==> src/rtl/mux_func_gen.sv <==
// Registered N-variable Boolean function generator: truth table evaluated through a 2^SEL_W:1 mux,
// serial table reload, and an optional minterm scan engine enabled by `define MUX_FUNC_GEN_SCAN_EN.
module mux_func_gen #(
    parameter int                        N_VARS      = 4,
    parameter int                        SEL_W       = 2,
    parameter logic [(1<<N_VARS)-1:0]    RESET_TABLE = 16'hFEE8
) (
    input  logic              i_CLK,
    input  logic              i_RST,
    input  logic [N_VARS-1:0] i_VARS,
    input  logic              i_EVAL,
    output logic [7:0]        o_Y,
    output logic              o_VALID,
    input  logic              i_LOAD_START,
    input  logic              i_LOAD_VALID,
    input  logic              i_LOAD_BIT,
    output logic              o_LOAD_READY,
    input  logic              i_SCAN_START,
    output logic [N_VARS-1:0] o_MINTERM,
    output logic              o_MT_VALID,
    output logic [N_VARS:0]   o_COUNT,
    output logic              o_SCAN_DONE,
    output logic [1:0]        o_state
);

    localparam int TBL_W   = 1 << N_VARS;
    localparam int RES_W   = N_VARS - SEL_W;
    localparam int SLICE_W = 1 << RES_W;
    localparam int MUX_W   = 1 << SEL_W;

    localparam logic [1:0] IDLE = 2'd0;
    localparam logic [1:0] LOAD = 2'd1;
    localparam logic [1:0] SCAN = 2'd2;
    localparam logic [1:0] DONE = 2'd3;

    localparam logic [N_VARS-1:0] LAST_BIT = {N_VARS{1'b1}};
    localparam logic [N_VARS-1:0] ONE_N    = N_VARS'(1);

    // Handshake: a table bit is transferred on every rising edge where
    // o_LOAD_READY and i_LOAD_VALID are both high; i_LOAD_BIT is only sampled then.

    logic [1:0]        state_q;
    logic [TBL_W-1:0]  table_q;
    logic [TBL_W-1:0]  shadow_q;
    logic [TBL_W-1:0]  shadow_nxt;
    logic [N_VARS-1:0] bit_cnt_q;
    logic [7:0]        y_q;
    logic              valid_q;
    logic [MUX_W-1:0]  mux_in;
    logic [SEL_W-1:0]  mux_sel;
    logic              f_val;

    assign mux_sel = i_VARS[N_VARS-1 -: SEL_W];

    // Each mux data input is a residual function of the low variables.
    generate
        if (RES_W == 0) begin : g_no_residual
            assign mux_in = table_q;
        end else begin : g_residual
            for (genvar j = 0; j < MUX_W; j++) begin : g_slice
                logic [SLICE_W-1:0] slice;
                assign slice     = table_q[j*SLICE_W +: SLICE_W];
                assign mux_in[j] = slice[i_VARS[RES_W-1:0]];
            end
        end
    endgenerate

    assign f_val = mux_in[mux_sel];

    always_comb begin
        shadow_nxt            = shadow_q;
        shadow_nxt[bit_cnt_q] = i_LOAD_BIT;
    end

`ifdef MUX_FUNC_GEN_SCAN_EN
    localparam logic [N_VARS:0] SCAN_LAST = (N_VARS+1)'(TBL_W - 1);
    localparam logic [N_VARS:0] ONE_W     = (N_VARS+1)'(1);

    logic [N_VARS:0] scan_cnt_q;
    logic [N_VARS:0] count_q;
`endif

    always_ff @(posedge i_CLK) begin
        if (i_RST) begin
            state_q   <= IDLE;
            table_q   <= RESET_TABLE;
            shadow_q  <= '0;
            bit_cnt_q <= '0;
            y_q       <= '0;
            valid_q   <= 1'b0;
`ifdef MUX_FUNC_GEN_SCAN_EN
            scan_cnt_q <= '0;
            count_q    <= '0;
`endif
        end else begin
            valid_q <= i_EVAL;
            if (i_EVAL) begin
                y_q <= {7'b0, f_val};
            end
            case (state_q)
                IDLE: begin
                    if (i_LOAD_START) begin
                        state_q   <= LOAD;
                        bit_cnt_q <= '0;
                        shadow_q  <= '0;
`ifdef MUX_FUNC_GEN_SCAN_EN
                    end else if (i_SCAN_START) begin
                        state_q    <= SCAN;
                        scan_cnt_q <= '0;
                        count_q    <= '0;
`endif
                    end
                end
                LOAD: begin
                    if (i_LOAD_VALID) begin
                        shadow_q  <= shadow_nxt;
                        bit_cnt_q <= bit_cnt_q + ONE_N;
                        // The last bit commits the whole table on the same edge.
                        if (bit_cnt_q == LAST_BIT) begin
                            table_q <= shadow_nxt;
                            state_q <= IDLE;
                        end
                    end
                end
`ifdef MUX_FUNC_GEN_SCAN_EN
                SCAN: begin
                    if (table_q[scan_cnt_q[N_VARS-1:0]]) begin
                        count_q <= count_q + ONE_W;
                    end
                    scan_cnt_q <= scan_cnt_q + ONE_W;
                    if (scan_cnt_q == SCAN_LAST) begin
                        state_q <= DONE;
                    end
                end
                DONE: state_q <= IDLE;
`endif
                default: state_q <= IDLE;
            endcase
        end
    end

    assign o_Y          = y_q;
    assign o_VALID      = valid_q;
    assign o_LOAD_READY = (state_q == LOAD);
    assign o_state      = state_q;

`ifdef MUX_FUNC_GEN_SCAN_EN
    assign o_MINTERM   = (state_q == SCAN) ? scan_cnt_q[N_VARS-1:0] : '0;
    assign o_MT_VALID  = (state_q == SCAN) & table_q[scan_cnt_q[N_VARS-1:0]];
    assign o_COUNT     = count_q;
    assign o_SCAN_DONE = (state_q == DONE);
`else
    logic unused_scan_start;
    assign unused_scan_start = i_SCAN_START;
    assign o_MINTERM   = '0;
    assign o_MT_VALID  = 1'b0;
    assign o_COUNT     = '0;
    assign o_SCAN_DONE = 1'b0;
`endif

endmodule

==> config.mk <==
export PLATFORM = sky130hd
export DESIGN_NAME = mux_func_gen
export DESIGN_NICKNAME = d
export VERILOG_FILES = /design/src/rtl/mux_func_gen.sv
export SDC_FILE = /design/constraint.sdc
export NUM_CORES = 1
export LEC_CHECK = 0
export CORE_ASPECT_RATIO = 1.1
export CORE_UTILIZATION = 25
export DETAILED_ROUTE_END_ITERATION = 10
export HOLD_SLACK_MARGIN = 0.05
export PLACE_DENSITY_LB_ADDON = 0.1
export RECOVER_POWER = 25
export REMOVE_ABC_BUFFERS = 1
export SLEW_MARGIN = 20
export SYNTH_ARGS = -nofsm -noshare
export SYNTH_HDL_FRONTEND = slang
export SYNTH_SLANG_ARGS = --single-unit
==> constraint.sdc <==
create_clock -name i_CLK -period 1.5 [get_ports i_CLK]
set_input_delay 0.225 -clock i_CLK [delete_from_list [all_inputs] [get_ports i_CLK]]
set_output_delay 0.225 -clock i_CLK [all_outputs]
set_load 0.005 [all_outputs]
# Word-level counts from Yosys, hierarchy flattened
# Cells that the tools add are included.
# totals
register_bits	40
input_bits	11
out_inout_bits	23
wordCells	45
# op_classes
addsub	1
order_cmp	4
eq_ne	5
muxes	23
n_reduce_logical	6
# ops
op	n
$mux W16	2
$pmux W16 S2	1
$bwmux W16	1
$bmux W1 S2	5
$reduce_and A3 Y1	3
$mux W4	2
$pmux W4 S2	1
$lt A2 B3 Y1 const B	2
$mux W1	6
$mux W2	3
$lt A4 B5 Y1 const B	1
$add A4 B1 Y4 const B	1
$demux W1 S4	1
$eq A4 B4 Y1 const B	1
$ge A4 B1 Y1 const B	1
$ne A2 B2 Y1 const B	2
$pmux W2 S2	1
$eq A2 B1 Y1 const B	1
$logic_not A2 Y1	1
$ne A2 B1 Y1 const B	1
$reduce_bool A2 Y1	1
$logic_and A1 B1 Y1	1

# Depth between registers and ports, before layout
# logic_depth
depth_word	7
ltp_mapped	6

# Least setup slack after synthesis
# No wires, ideal clock.
# synth_timing
path_kind	register to register
from	register bit_cnt_q[0]
to	register shadow_q[0]
arrival_time_ns	1.319
t_required_ns	1.374
setup_slack_ns	0.055
stages_incl_launch_ff	7
cell_sequence	dfxtp_1 inv_1 ha_1 nor3b_1 mux2i_1 a2bb2oi_1 nor2_1
# synth_via
elab_chain_cells	7
# synth_rtl
element	line	rtl
start: declaration	46	logic [N_VARS-1:0] bit_cnt_q;
start signal: assignment	117	bit_cnt_q <= bit_cnt_q + ONE_N;
$lt A4 B5 Y1 (implied by the code) or $ge A4 B1 Y1 (tied branches)	72	shadow_nxt[bit_cnt_q] = i_LOAD_BIT;
$logic_and A1 B1 Y1 (implied by the code)	72	
$mux W1 (implied by the code)	72	
$demux W1 S4 (*)	72	
$bwmux W16 (*)	72	
$mux W16 (*)	115	if (i_LOAD_VALID) begin
$pmux W16 S2 (*)	100	case (state_q)
end signal: assignment	116	shadow_q <= shadow_nxt;
end: declaration	44	logic [TBL_W-1:0] shadow_q;
# Every way passes the cells marked *; elsewhere a longest branch is shown, timed or not. The select of a mux whose other input is x is not followed.
# A chain may end at the register's enable or synchronous reset.

# Final worst setup path
# layout_timing
from	register bit_cnt_q[0]
to	register table_q[7]
# layout_via
elab_chain_cells	5
# layout_rtl
element	line	rtl
$lt A4 B5 Y1 (implied by the code) or $ge A4 B1 Y1 (tied branches)	72	
$logic_and A1 B1 Y1 (implied by the code)	72	
$mux W1 (implied by the code)	72	
$demux W1 S4	72	
$bwmux W16	72	
end signal: assignment	120	table_q <= shadow_nxt;
end: declaration	43	logic [TBL_W-1:0] table_q;
# Parallel ways exist; a longest one is shown, timed or not.

==> impl_metrics.env <==
export IMPL_drt_wl_total_mm=5.127
export IMPL_via_per_inst=4.366
export IMPL_worstReg2RegStart="bit_cnt_q[0]"
export IMPL_synth_top_area_cell="dfxtp_1"
export IMPL_critPathLaunch="bit_cnt_q[0]"
export IMPL_finalCritPeriodShare=0.9889
export IMPL_h_tree_depth=2
export IMPL_utilization=0.3655
export IMPL_io_buffer_count=13
export IMPL_routedWlPerCell_um=13.60
export IMPL_ys_ff_latch=38
export IMPL_power_per_cell_area_mw_per_mm2=749.2
export IMPL_crit_slowest_cell="dfxtp_4"
export IMPL_routed_wl_met3_um=149
export IMPL_antennaDiodeCount=0
export IMPL_min_from="o_Y[0]"
export IMPL_yosysWarnings=0
export IMPL_crit_arrival_ps=1670
export IMPL_cts_tree="done"
export IMPL_netlist_instances=215
export IMPL_drc_errors=0
export IMPL_dr_wl_met2_mm=2.492
export IMPL_grt_pass1_vias=1631
export IMPL_path_cells="buf_4, ha_4, buf_6, nand3b_1, mux2i_1, buf_4, o211ai_2"
export IMPL_critPathLaunchType="register"
export IMPL_cts_clk_slew_worst_paths_ps=80
export IMPL_drive_above_1_share=0.4089
export IMPL_antenna_left=0
export IMPL_synth_area_leaders="dfxtp_1 36%, mux2i_1 9.1%, buf_4 8.3%"
export IMPL_worst_slack_ps=16.70
export IMPL_setup_viol_count_final=0
export IMPL_crit_type="reg -> reg"
export IMPL_fmax_ghz=0.6742
export IMPL_grt_max_degree=17
export IMPL_hold_violations=0
export IMPL_die_w_um=89.09
export IMPL_ioPinCount=34
export IMPL_syn_to_final_growth_pct=40.13
export IMPL_netlist_area_mm2=0.002086
export IMPL_layout_min_cycle_time_ps=1483
export IMPL_die_h_um=97.80
export IMPL_avgSynthCellArea_um2=9.701
export IMPL_final_max_slew_viol_count=0
export IMPL_clock_sinks=38
export IMPL_row_count=34
export IMPL_coreArea_mm2=0.007998
export IMPL_endpoint_kind="register"
export IMPL_fillers=820
export IMPL_antenna_found_initial=0
export IMPL_power_leakage_uw=0.001257
export IMPL_drv_cap=0
export IMPL_dr_pass1_iters=4
export IMPL_peakVddDrop_uv=372.6
export IMPL_route_top_layer_used="met4"
export IMPL_synth_top_area_share=0.3647
export IMPL_min_path_type="reg -> reg"
export IMPL_global_route_usage_total=0.1289
export IMPL_wl_met1_mm=2.437
export IMPL_yosysSeqAreaShare=0.3647
export IMPL_rsz0062_at_grt="yes"
export IMPL_hpwl_mm=3.535
export IMPL_synth_distinct_cells=31
export IMPL_outcome="finished clean"
export IMPL_crit_top_cell="buf_4"
export IMPL_cp_required_ps=1680
export IMPL_cts_buffers=5
export IMPL_fin_worst_skew_ps=2.599
export IMPL_cp_slowest_stage_delay_ps=370
export IMPL_floorplan_initialDensity=0.2608
export IMPL_overflow=0
export IMPL_clockRootBuffer="clkbuf_8"
export IMPL_place_ws_ps=-257.3
export IMPL_grt_pass1_wl_mm=8.500
export IMPL_totalPowerFinal_uw=2190
export IMPL_crit_fanout=4
export IMPL_clock_latency_ps=290
export IMPL_die_area_mm2=0.008713
export IMPL_drtIter0Drc=53
export IMPL_clockBufferDepth=2
export IMPL_place_congestion=0.6680
export IMPL_final_nets=287
export IMPL_num_vias=1646
## synthesized netlist by cell type (all sizes together)
cell / n
buf: 29
a22oi: 2
nand3: 8
clkbuf: 5
a21oi: 2
and2b: 1
nor3: 3
nor2b: 3
dfxtp: 38
o211ai: 10
or2: 1
mux4: 2
mux2i: 20
xnor2: 2
nand3b: 8
nor2: 27
inv: 5
a2bb2oi: 15
ha: 7
a211oi: 5
nand2: 15
conb: 1
o2111ai: 2
nor3b: 4
## through the flow
stage	hold slack, ps	instance area [um^2]	cells	setup TNS, ps
2_1_floorplan	294.1	1913	199	0
3_3_place_gp	447.3	2546	364	-3006
3_5_place_dp	451.9	2546	364	-3058
4_1_cts	470.1	2751	376	-49.84
5_1_grt	497.3	2923	377	-120.1
6_report	464.7	2923	377	0
## worst max-delay path: cells and delay by family (launching register included)
family | cells | cell delay, ps
AO/OA/AOI/OAI | 1 | 60
flip-flops | 1 | 370
adder cells (fa/ha/maj) | 1 | 170
AND/OR/NAND/NOR | 1 | 90
multiplexers | 1 | 280
buffers and inverters | 3 | 410
## cells in the final DEF (no fill, tap or decap), types with 5 or more instances in the layout
cell	netlist	routed
nor2_1	25	25
a2bb2oi_1	15	11
mux2i_1	19	13
clkbuf_8	0	6
mux2i_2	0	6
nand3_1	8	5
clkdlybuf4s50_1	0	10
buf_4	23	41
dfxtp_1	38	33
nand3b_1	8	8
nand2_1	14	14
conb_1	1	19
o211ai_2	10	10
## power breakdown
part	internal (uW)	switching [uW]	total (uW)
clock	533	377	910
combinational	132	129	261
sequential	1010	6.10	1020
## cell families (layout without fill, tap and decap cells)
logic type / count (synthesis) / count (layout) / share of synthesized area
AND/OR/NAND/NOR: 70 / 72 / 0.1740
buffers and inverters: 39 / 73 / 0.1242
flip-flops: 38 / 38 / 0.3647
other: 1 / 19 / 0.001798
multiplexers: 22 / 22 / 0.1236
XOR/XNOR: 2 / 2 / 0.008400
AO/OA/AOI/OAI: 36 / 36 / 0.1614
adder cells (fa/ha/maj): 7 / 7 / 0.04199
## routing by layer
metal  GRT usage  vias to the layer above
met5           0                        -
met4     0.03297                        0
met3     0.03128                        5
met2      0.2061                       32
met1      0.1727                      785
li1            -                      824
## worst paths after layout
kind           endpoint  slack (ps)  cells past startpoint
max          table_q[7]          20                      7
min              o_Y[0]         460                      2
max reg2reg  table_q[7]          20                      7
min reg2reg      o_Y[0]         460                      2
## area by class of cell
| cell class | instances | area, um^2 | share of cell area |
|---|---|---|---|
| multi-input combinational | 158 | 1331 | 0.4555 |
| sequential | 38 | 774.5 | 0.2650 |
| timing repair buffer | 61 | 548.0 | 0.1875 |
| tap | 108 | 135.1 | 0.04623 |
| clock buffer | 6 | 82.58 | 0.02825 |
| clock inverter | 1 | 30.03 | 0.01027 |
| inverter | 5 | 21.27 | 0.007277 |
## state kept, by name, summed over array words and instances (netlist names)
signal     cells
o_state        1
o_VALID        1
table_q       16
o_Y            1
shadow_q      15
bit_cnt_q      4
## what timing repair did
item,in CTS,in global routing
endpoints found under the setup margin,30,25
gates resized for setup,18,35
hold buffers,0,0
pin swaps,4,5
gates cloned,2,0
buffers inserted,3,1
Note: power is estimated with default switching activity, not from simulation.
